## src/rtl/pc_fetch_ctrl_32.sv

```systemverilog
// Fetch sequencer for the 32-bit MIPS PC datapath: owns the PC, runs a req/ack
// instruction fetch, holds each instruction for one execute slot and computes next-PC.
module pc_fetch_ctrl_32 #(
   parameter logic [31:0] RESET_ADDR = 32'h0000_0000,
   parameter int unsigned TIMEOUT    = 15,
   parameter int unsigned CNT_W      = 32
) (
   input  logic             clk,
   input  logic             reset,
   input  logic             run,
   input  logic             stall,
   output logic             imem_req,
   output logic [31:0]      imem_addr,
   input  logic             imem_ack,
   input  logic [31:0]      imem_rdata,
   input  logic             branch,
   input  logic             zero,
   input  logic             jump,
   output logic [31:0]      instr,
   output logic             instr_valid,
   output logic [31:0]      pc,
   output logic             fetch_err,
   output logic [CNT_W-1:0] retired_count
);

   localparam int unsigned TO_W = (TIMEOUT < 2) ? 1 : $clog2(TIMEOUT + 1);
   localparam logic [TO_W-1:0] TO_LAST = TO_W'(TIMEOUT - 1);

   typedef enum logic [1:0] {
      S_IDLE  = 2'd0,
      S_FETCH = 2'd1,
      S_EXEC  = 2'd2,
      S_ERR   = 2'd3
   } state_e;

   state_e            state_q, state_d;
   logic [31:0]       pc_q, pc_d;
   logic [31:0]       instr_q, instr_d;
   logic [CNT_W-1:0]  ret_q, ret_d;
   logic [TO_W-1:0]   to_q, to_d;
   logic              req_q, valid_q, err_q;

   logic [31:0]       pc4;
   logic [31:0]       br_off;
   logic [31:0]       jmp_tgt;

   assign pc4     = pc_q + 32'd4;
   assign br_off  = {{14{instr_q[15]}}, instr_q[15:0], 2'b00};
   assign jmp_tgt = {pc4[31:28], instr_q[25:0], 2'b00};

   // State and datapath registers; output flags are registered decodes of the next state.
   always_ff @(posedge clk) begin
      if (reset) begin
         state_q <= S_IDLE;
         pc_q    <= RESET_ADDR;
         instr_q <= 32'd0;
         ret_q   <= '0;
         to_q    <= '0;
         req_q   <= 1'b0;
         valid_q <= 1'b0;
         err_q   <= 1'b0;
      end else begin
         state_q <= state_d;
         pc_q    <= pc_d;
         instr_q <= instr_d;
         ret_q   <= ret_d;
         to_q    <= to_d;
         req_q   <= (state_d == S_FETCH);
         valid_q <= (state_d == S_EXEC);
         err_q   <= (state_d == S_ERR);
      end
   end

   // Next-state and datapath update.
   always_comb begin
      state_d = state_q;
      pc_d    = pc_q;
      instr_d = instr_q;
      ret_d   = ret_q;
      to_d    = to_q;
      case (state_q)
         S_IDLE: begin
            if (run) state_d = S_FETCH;
         end
         S_FETCH: begin
            // An ack on the final allowed cycle still wins over the timeout.
            if (imem_ack) begin
               instr_d = imem_rdata;
               to_d    = '0;
               state_d = S_EXEC;
            end else if ((TIMEOUT != 0) && (to_q == TO_LAST)) begin
               to_d    = '0;
               state_d = S_ERR;
            end else begin
               to_d    = to_q + TO_W'(1);
            end
         end
         S_EXEC: begin
            if (!stall) begin
               if (jump)                pc_d = jmp_tgt;
               else if (branch && zero) pc_d = pc4 + br_off;
               else                     pc_d = pc4;
               ret_d   = ret_q + CNT_W'(1);
               state_d = run ? S_FETCH : S_IDLE;
            end
         end
         S_ERR: begin
            state_d = S_ERR;
         end
         default: begin
            state_d = S_IDLE;
         end
      endcase
   end

   assign imem_req      = req_q;
   assign imem_addr     = pc_q;
   assign pc            = pc_q;
   assign instr         = instr_q;
   assign instr_valid   = valid_q;
   assign fetch_err     = err_q;
   assign retired_count = ret_q;

endmodule

```

## config.mk

```make
export PLATFORM = sky130hd
export DESIGN_NAME = pc_fetch_ctrl_32
export DESIGN_NICKNAME = d
export VERILOG_FILES = /design/src/rtl/pc_fetch_ctrl_32.sv
export SDC_FILE = /design/constraint.sdc
export NUM_CORES = 1
export LEC_CHECK = 0
export ABC_AREA = 1
export CAP_MARGIN = 20
export CORE_ASPECT_RATIO = 1.75
export CORE_UTILIZATION = 53
export CTS_BUF_LIST = sky130_fd_sc_hd__clkbuf_8
export DETAILED_ROUTE_END_ITERATION = 6
export HOLD_SLACK_MARGIN = 0.1
export PLACE_DENSITY = 0.88
export RECOVER_POWER = 100
export SLEW_MARGIN = 20
export SYNTH_ARGS = -nofsm -noshare
export SYNTH_HDL_FRONTEND = slang
export SYNTH_SLANG_ARGS = --single-unit
```

## constraint.sdc

```tcl
create_clock -name clk -period 3.15 [get_ports clk]
set_input_delay 0.315 -clock clk [delete_from_list [all_inputs] [get_ports clk]]
set_output_delay 0.315 -clock clk [all_outputs]
set_load 0.03 [all_outputs]
```

# Word-level counts from Yosys, hierarchy flattened
# Cells that the tools add are included.
# op_classes
addsub	4
eq_ne	7
mux	10
bitwise_logic	1
reduce_logical	4
# ops
op	count
32-bit 2-to-1 mux	2
32-bit by 1-bit adder with 32-bit output (second input constant)	1
32-bit by 3-bit adder with 32-bit output (second input constant)	1
32-bit adder	1
2-bit equality test (second input constant)	4
2-bit 2-to-1 mux	4
4-bit 2-to-1 mux	2
2-bit case mux with 4 select lines	1
4-bit by 1-bit adder with 4-bit output (second input constant)	1
2-bit by 1-bit equality test with 1-bit output (second input constant)	2
4-bit equality test (second input constant)	1
2-bit AND reduction	2
2-bit zero test	1
1-bit logical AND	1
1-bit 2-to-1 mux	1
1-bit inverter	1
# totals
regBits	105
inputBits	40
out_inout_bits	131
wordCells	34

# Depth between registers and ports, before layout
# Gate-level depths: netlist of run 1.
# depth
depth_word	5
depth_mapped	25
mapped_depth_nobuf	25

# Least setup slack after synthesis of run 1
# No wires, ideal clock.
# synth_timing
path_type	reg-to-reg
startpoint	register pc_q[2], in the netlist imem_addr[2]
endpoint	register pc_q[27], in the netlist imem_addr[27]
setup_time_ps	132
t_arrival_ps	2843
required_ps	3018
setup_slack_ps	175
stages_incl_launch_ff	20
n_path_buf	0
synth_period_minus_slack_ps	2975
cell_sequence	dfxtp_1 -> ha_1 -> nand2_1 -> nor2_1 -> nand2_1 -> nor2_4 -> nand2_1 -> xor2_1 -> inv_1 -> ha_1 -> nand2_1 -> nor2_1 -> a21boi_0 -> o21bai_1 -> nand3_1 -> nand2_1 -> nand3_1 -> nand2_1 -> nand2_1 -> a21oi_1
# synth_via
elab_chain_cells	4
# synth_lines
item	line	rtl
from (decl)	37	logic [31:0] pc_q, pc_d;
from (signal assigned)	64	pc_q <= pc_d;
32-bit by 3-bit adder with 32-bit output *	47	assign pc4 = pc_q + 32'd4;
32-bit adder	101	else if (branch && zero) pc_d = pc4 + br_off;
32-bit 2-to-1 mux *	101	
32-bit 2-to-1 mux *	100	if (jump) pc_d = jmp_tgt;
# Mark *: on every way between the ends. The rest lies on a longest branch, timed or not.
# A chain may end at the register's enable or synchronous reset.

# Worst setup path in the final report of run 1
# layout_timing
startpoint	register pc_q[6], in the netlist imem_addr[6]
endpoint	register pc_q[21], in the netlist imem_addr[21]
# The elaborated chain is that of the path after synthesis.

==> impl_metrics.toml, run 1 <==
[layout]
fin_nets = 1512
areaGrowthSynthToFinish_pct = 27.79
finish.instance_area_um2 = 10100
fill_cells = 1242
fin_util = 0.6995
drive_gt1_frac = 0.09958
antenna_cells = 0
fin_cells = 1616

[placed_design]
pre_cts_ws_ns = -0.01859
gp_congestion = 1.031
numPortBuffers = 166
dpl_cell_area_um2 = 9757
placed_cells_incl_taps = 1598
dp_hpwl_um = 21040

[critical_path]
cpMaxStageDelayCell = "dfxtp_1"
crit_top_cell = "nand2_1"
worst-path-max-fanout = 5
cp_cell_sequence = "nand2_1 -> nor2_1 -> nand2_2 -> nor2_4 -> nand2_1 -> xor2_1 -> inv_1 -> ha_2 -> nand2_1 -> nor2_2 -> inv_1 -> nor2_2 -> nand4_1 -> nand3_1 -> nand2_1 -> nand3_1 -> nand2_1 -> nand2_1 -> a21oi_1"
cp.arrival_ns = 3.39
crit_required_ns = 3.40
critPathKind = "reg2reg"
max_stage_delay_ns = 0.41
crit_path_end_kind = "register"
start_kind = "register"

[clock_tree]
clock-root-buffer = "clkbuf_8"
numCtsBuffers = 9
cts_max_level = 3
clk-insertion-delay-late_ns = 0.40
clk_transition_reported_paths_ns = 0.12
cts.sinks = 103
cts_tree = "built"
cts_max_path_buffers = 2

[synth]
synth.most_common_cell = "nand2_1"
synth_top_area_frac = 0.2608
synth.top_cells.by_count = "nand2_1 (346), inv_1 (152), nor2_1 (136)"
seq_area_frac_synth = 0.2608
ys_ff_latch = 103
synth_async_sr_flop_share = 0
synth_cell_types = 49
ys_warn_count = 0
synth_area_per_cell_um2 = 6.220
synth_edf_count = 0
synth.largest_area_cell = "dfxtp_1"
synthFlopType = "dfxtp_1"
synthCells = 1271
synthTopCellsByArea = "dfxtp_1 (26%), nand2_1 (16%), a21oi_1 (7.8%), inv_1 (7.2%), nor2_1 (6.5%)"
synth_area_um2 = 7905

[pwr]
p_leak_nw = 4.600
p_per_area_nw_per_um2 = 281.5
irDropWorstVdd_mv = 0.3136

[global_routing]
grt_pass1_vias = 8628
track_usage = 0.3538
grt_max_degree = 61
grt_pass1_wl_um = 42060
antenna_found_initial = 0
overflow = 0

[run_status]
status = "finished, violations left"
violations = "max-capacitance violations, max-slew violations"

[routing]
vias = 9127
route.detailed.drc = 0
dr.pass1.iters = 6
viasPerCell = 5.648
drt-total-wl_um = 27450
wl_per_cell_um = 16.99
drt-initial-drc-count = 771
drtAntennaViolNets = 0

[hold_path]
hp-class = "reg2reg"

[sta]
tightestPinTransition_ns = 2.281
setup_viol = 0
min_period_ns = 3.140
timing_max_transition_violations_final = 61
rsz0062_at_grt = "true"
hold_viol_final = 0
period_share = 0.9969
timing.fmax_mhz = 318.4
worst_slack_ns = 0.009740
clock_skew_ns = 0.02504
relSlewSlack = -0.5204

[floorplan]
die_w_um = 94.32
die_area_um2 = 15430
coreArea_um2 = 14440
rows = 58
start_util = 0.5474
io_pins = 171
die_h_um = 163.6

[flow_run]
drv_cap = 1
==> worst max-delay path: cells and delay by family (launching register included) <==
family                     cells  cell delay (ns)
and+or+nand+nor               14             1.84
DFF                            1             0.41
adders and majority gates      1             0.38
xor gates and xnor gates       1             0.17
buffers and inverters          2             0.15
AOI/OAI and AO/OA              1             0.05
==> report_power, final <==
group / internal (mW) / switching, mW
clock network: 0.330 / 0.545
logic: 0.223 / 0.353
registers: 1.34 / 0.0486
total: 1.90 / 0.947
==> flip-flops by register name (all words and copies together) (netlist names) <==
signal,flops
imem_addr,30
to_q,4
state_q,2
instr,32
imem_req,1
fetch_err,1
retired_count,32
instr_valid,1
==> cells in the final DEF (no fill, tap or decap), types with 8 or more instances in the layout <==
cell	instances
buf_4	43
nand4_1	22
o21bai_1	9
nor2_1	126
o21ai_1	8
xor2_1	23
dlygate4sd3_1	37
inv_1	153
o211ai_1	8
clkdlybuf4s50_1	129
nor2_2	15
nor3_1	17
a21oi_1	118
dfxtp_1	91
ha_1	35
nand3_1	69
nand2_1	342
o21ai_0	67
dfxtp_2	10
clkbuf_8	10
==> area by class of cell <==
| type | count | area (µm²) | area share |
|---|---|---|---|
| Inverter | 159 | 596.8 | 0.05908 |
| Timing Repair Buffer | 212 | 1996 | 0.1975 |
| Sequential cell | 103 | 2082 | 0.2061 |
| Clock buffer | 10 | 137.6 | 0.01362 |
| Clock inverter | 6 | 67.56 | 0.006688 |
| Multi-Input combinational cell | 946 | 4997 | 0.4947 |
| Tap cell | 180 | 225.2 | 0.02229 |
==> per-stage QoR <==
| step | power [mW] | hold slack, ns | TNS [ns] |
|---|---|---|---|
| after floorplan | 1.756 | 0.3989 | 0 |
| after global placement | 1.978 | 0.4485 | 0 |
| after detailed placement | 1.989 | 0.4540 | -0.01897 |
| after CTS | 2.847 | 0.4739 | 0 |
| after global routing | 2.942 | 0.4934 | -0.4836 |
| final | 2.844 | 0.4712 | 0 |
==> timing repair <==
item / CTS / global route
setup endpoints to repair: 2 / 21
hold buffers: 0 / 0
resized for setup: 2 / 52
setup buffers: 0 / 2
pin swaps: 0 / 8
==> logic make-up after synthesis <==
family	after synthesis	share of synthesized area
fa+ha+maj	41	0.06584
buf+inv	225	0.1231
simple gates	646	0.3644
xor+xnor	28	0.03102
other cells	1	0.0004744
compound gates	227	0.1543
flops	103	0.2608
==> path summary, 6_finish.rpt <==
| check | start | endpoint | slack [ns] | depth (start not counted) |
|---|---|---|---|---|
| hold / removal | retired_count[31] | retired_count[31] | 0.47 | 2 |
| setup reg to reg | imem_addr[6] | imem_addr[21] | 0.01 | 19 |
| setup / recovery | imem_addr[6] | imem_addr[21] | 0.01 | 19 |
| hold reg to reg | retired_count[31] | retired_count[31] | 0.47 | 2 |
==> metal layers <==
layer / vias to the layer above / GRT usage / wire length [µm]
met4: 0 / 0.2301 / 1932
li1: 4384 / - / -
met1: 4139 / 0.3786 / 9688
met3: 140 / 0.05447 / 2099
met2: 464 / 0.6291 / 13730
met5: - / 0 / 0
(Power assumes the default switching activity.)
==> run 2: changes to the inputs <==
- CORE_ASPECT_RATIO: 1.75 -> unset
- CTS_CLUSTER_SIZE: unset -> 30
- PLACE_DENSITY: 0.88 -> 0.83
==> impl_metrics.toml, run 2 (synthesis results as in run 1) <==
[clock_tree]
cts.sinks = 103
holdBufCountCts = 0
cts_tree = "built"
clk-insertion-delay-late_ns = 0.38
clk_transition_reported_paths_ns = 0.12
numCtsBuffers = 9
clock-root-buffer = "clkbuf_8"
cts_max_path_buffers = 2
cts_max_level = 3

[critical_path]
reg2reg_depth = 14
crit_path_end = "imem_addr[18]"
max_stage_delay_ns = 0.36
cp.depth = 14
cp.arrival_ns = 3.30
r2r_end = "imem_addr[18]"
cp_cell_sequence = "buf_4 -> ha_1 -> inv_1 -> nor3_4 -> nand3_2 -> xnor2_2 -> ha_1 -> nand2_1 -> nor2_1 -> nand2_1 -> o21ai_1 -> xor2_1 -> o21ai_1 -> a21oi_1"
cpMaxStageDelayCell = "ha_1"
rrSetupSlack_ns = 0.1
crit_required_ns = 3.40
reg2reg_from = "imem_addr[3]"
critPathKind = "reg2reg"
path_buf_inv = 2
crit_path_end_kind = "register"
worst-path-max-fanout = 6
path_delay_family = "simple AND/OR/NAND/NOR gates"
start_kind = "register"
startpoint = "imem_addr[3]"

[sta]
rsz0062_at_grt = "true"
setup_viol = 0
tightestPinTransition_ns = 0.8921
timing.fmax_mhz = 327.9
hold_viol_final = 0
clock_skew_ns = 0.02490
timing_max_transition_violations_final = 0
period_share = 0.9683
setup-tns-final_ns = 0
min_period_ns = 3.050
relSlewSlack = 0.4016

[pwr]
p_leak_nw = 4.662
p_per_area_nw_per_um2 = 279.5
irDropWorstVdd_mv = 0.3033
p_total_mw = 2.881

[placed_design]
dp_hpwl_um = 19780
gp_congestion = 1.041
dpl_cell_area_um2 = 9709
numPortBuffers = 166

[global_routing]
antenna_found_initial = 0
grt_pass1_vias = 8159
overflow = 0
track_usage = 0.3356
grt_max_degree = 47
grt_pass1_wl_um = 40340

[layout]
finish.instance_area_um2 = 10310
fin_nets = 1507
areaGrowthSynthToFinish_pct = 30.37
antenna_cells = 0
drive_gt1_frac = 0.1258
final_cell_mix = "nand2_1 (337), inv_1 (153), nor2_1 (119)"
final_common_cell = "nand2_1"

[routing]
route.detailed.drc = 0
dr.pass1.iters = 6
vias = 8940
drt-initial-drc-count = 867
viasPerCell = 5.536
wl_per_cell_um = 16.15
drtAntennaViolNets = 0
drt-total-wl_um = 26090

[floorplan]
die_area_um2 = 15410
die_w_um = 124.1
start_util = 0.5439
io_pins = 171
rows = 44
coreArea_um2 = 14530
die_h_um = 124.1

[run_status]
status = "complete, no violations"

[flow_run]
drv_cap = 0

[hold_path]
hp-class = "reg2reg"
## run 2: changes by cell type in the layout (fill, tap and decap cells not counted), moves of 6 or more
cell,previous run,this run
a21oi_1,118,112
a21oi_2,5,11
clkdlybuf4s50_1,129,117
dfxtp_2,10,17
dlygate4sd3_1,37,49
nor2_1,126,119
xor2_1,23,16
xor2_2,1,7
## run 2: stage by stage
| stage | cells | hold slack, ns | setup WS (ns) | utilization |
|---|---|---|---|---|
| global placement | 1595 | 0.4505 | 0.07295 | 0.6680 |
| floorplan | 1274 | 0.3989 | 0.1748 | - |
| detailed placement | 1595 | 0.4697 | 0.01402 | 0.6680 |
| CTS | 1611 | 0.4847 | 0.01299 | 0.6829 |
| finish | 1615 | 0.4801 | 0.09994 | 0.7091 |
| global route | 1615 | 0.5038 | -0.05032 | 0.7091 |
## run 2: worst min-delay path, delay by kind of cell (launching register included)
kind	cells	cell delay [ns]
compound gates	1	0.05
buf+inv	1	0.06
flops	1	0.34
## run 2: where the power goes
part	total [mW]	switching (mW)	internal, mW
Clock	0.896	0.492	0.404
Sequential	1.39	0.0481	1.35
Combinational	0.592	0.366	0.226
## run 2: timing repair
item | 4_1_cts | 5_1_grt
pin swaps | 0 | 18
setup endpoints to repair | 2 | 22
buffers inserted | 0 | 4
resized for setup | 2 | 103
endpoints found under the hold margin | 0 | 0
## run 2: worst min path at each step
stage | startpoint | endpoint | slack [ns] | cells past startpoint
floorplan | reset | state_q[1] | 0.40 | 1
global placement | retired_count[31] | retired_count[31] | 0.45 | 2
detailed placement | retired_count[31] | retired_count[31] | 0.47 | 2
CTS | retired_count[31] | retired_count[31] | 0.48 | 2
global route | retired_count[31] | retired_count[31] | 0.50 | 2
finish | retired_count[31] | retired_count[31] | 0.48 | 2
## run 2: layout make-up
type                       instances  area (µm²)
multi-input combinational        946        5211
fill                            1252        4228
sequential                       103        2083
timing repair buffer             207        1969
inverter                         159       596.8
tap                              184       230.2
clock buffer                      10       137.6
clock inverter                     6       77.57
## run 2: layer usage
metal,up-vias,track usage,routed length [µm]
li1,4385,-,-
met1,4089,0.4486,10740
met2,416,0.5366,12040
met3,50,0.07097,2617
met4,0,0.1064,688
met5,-,0,0
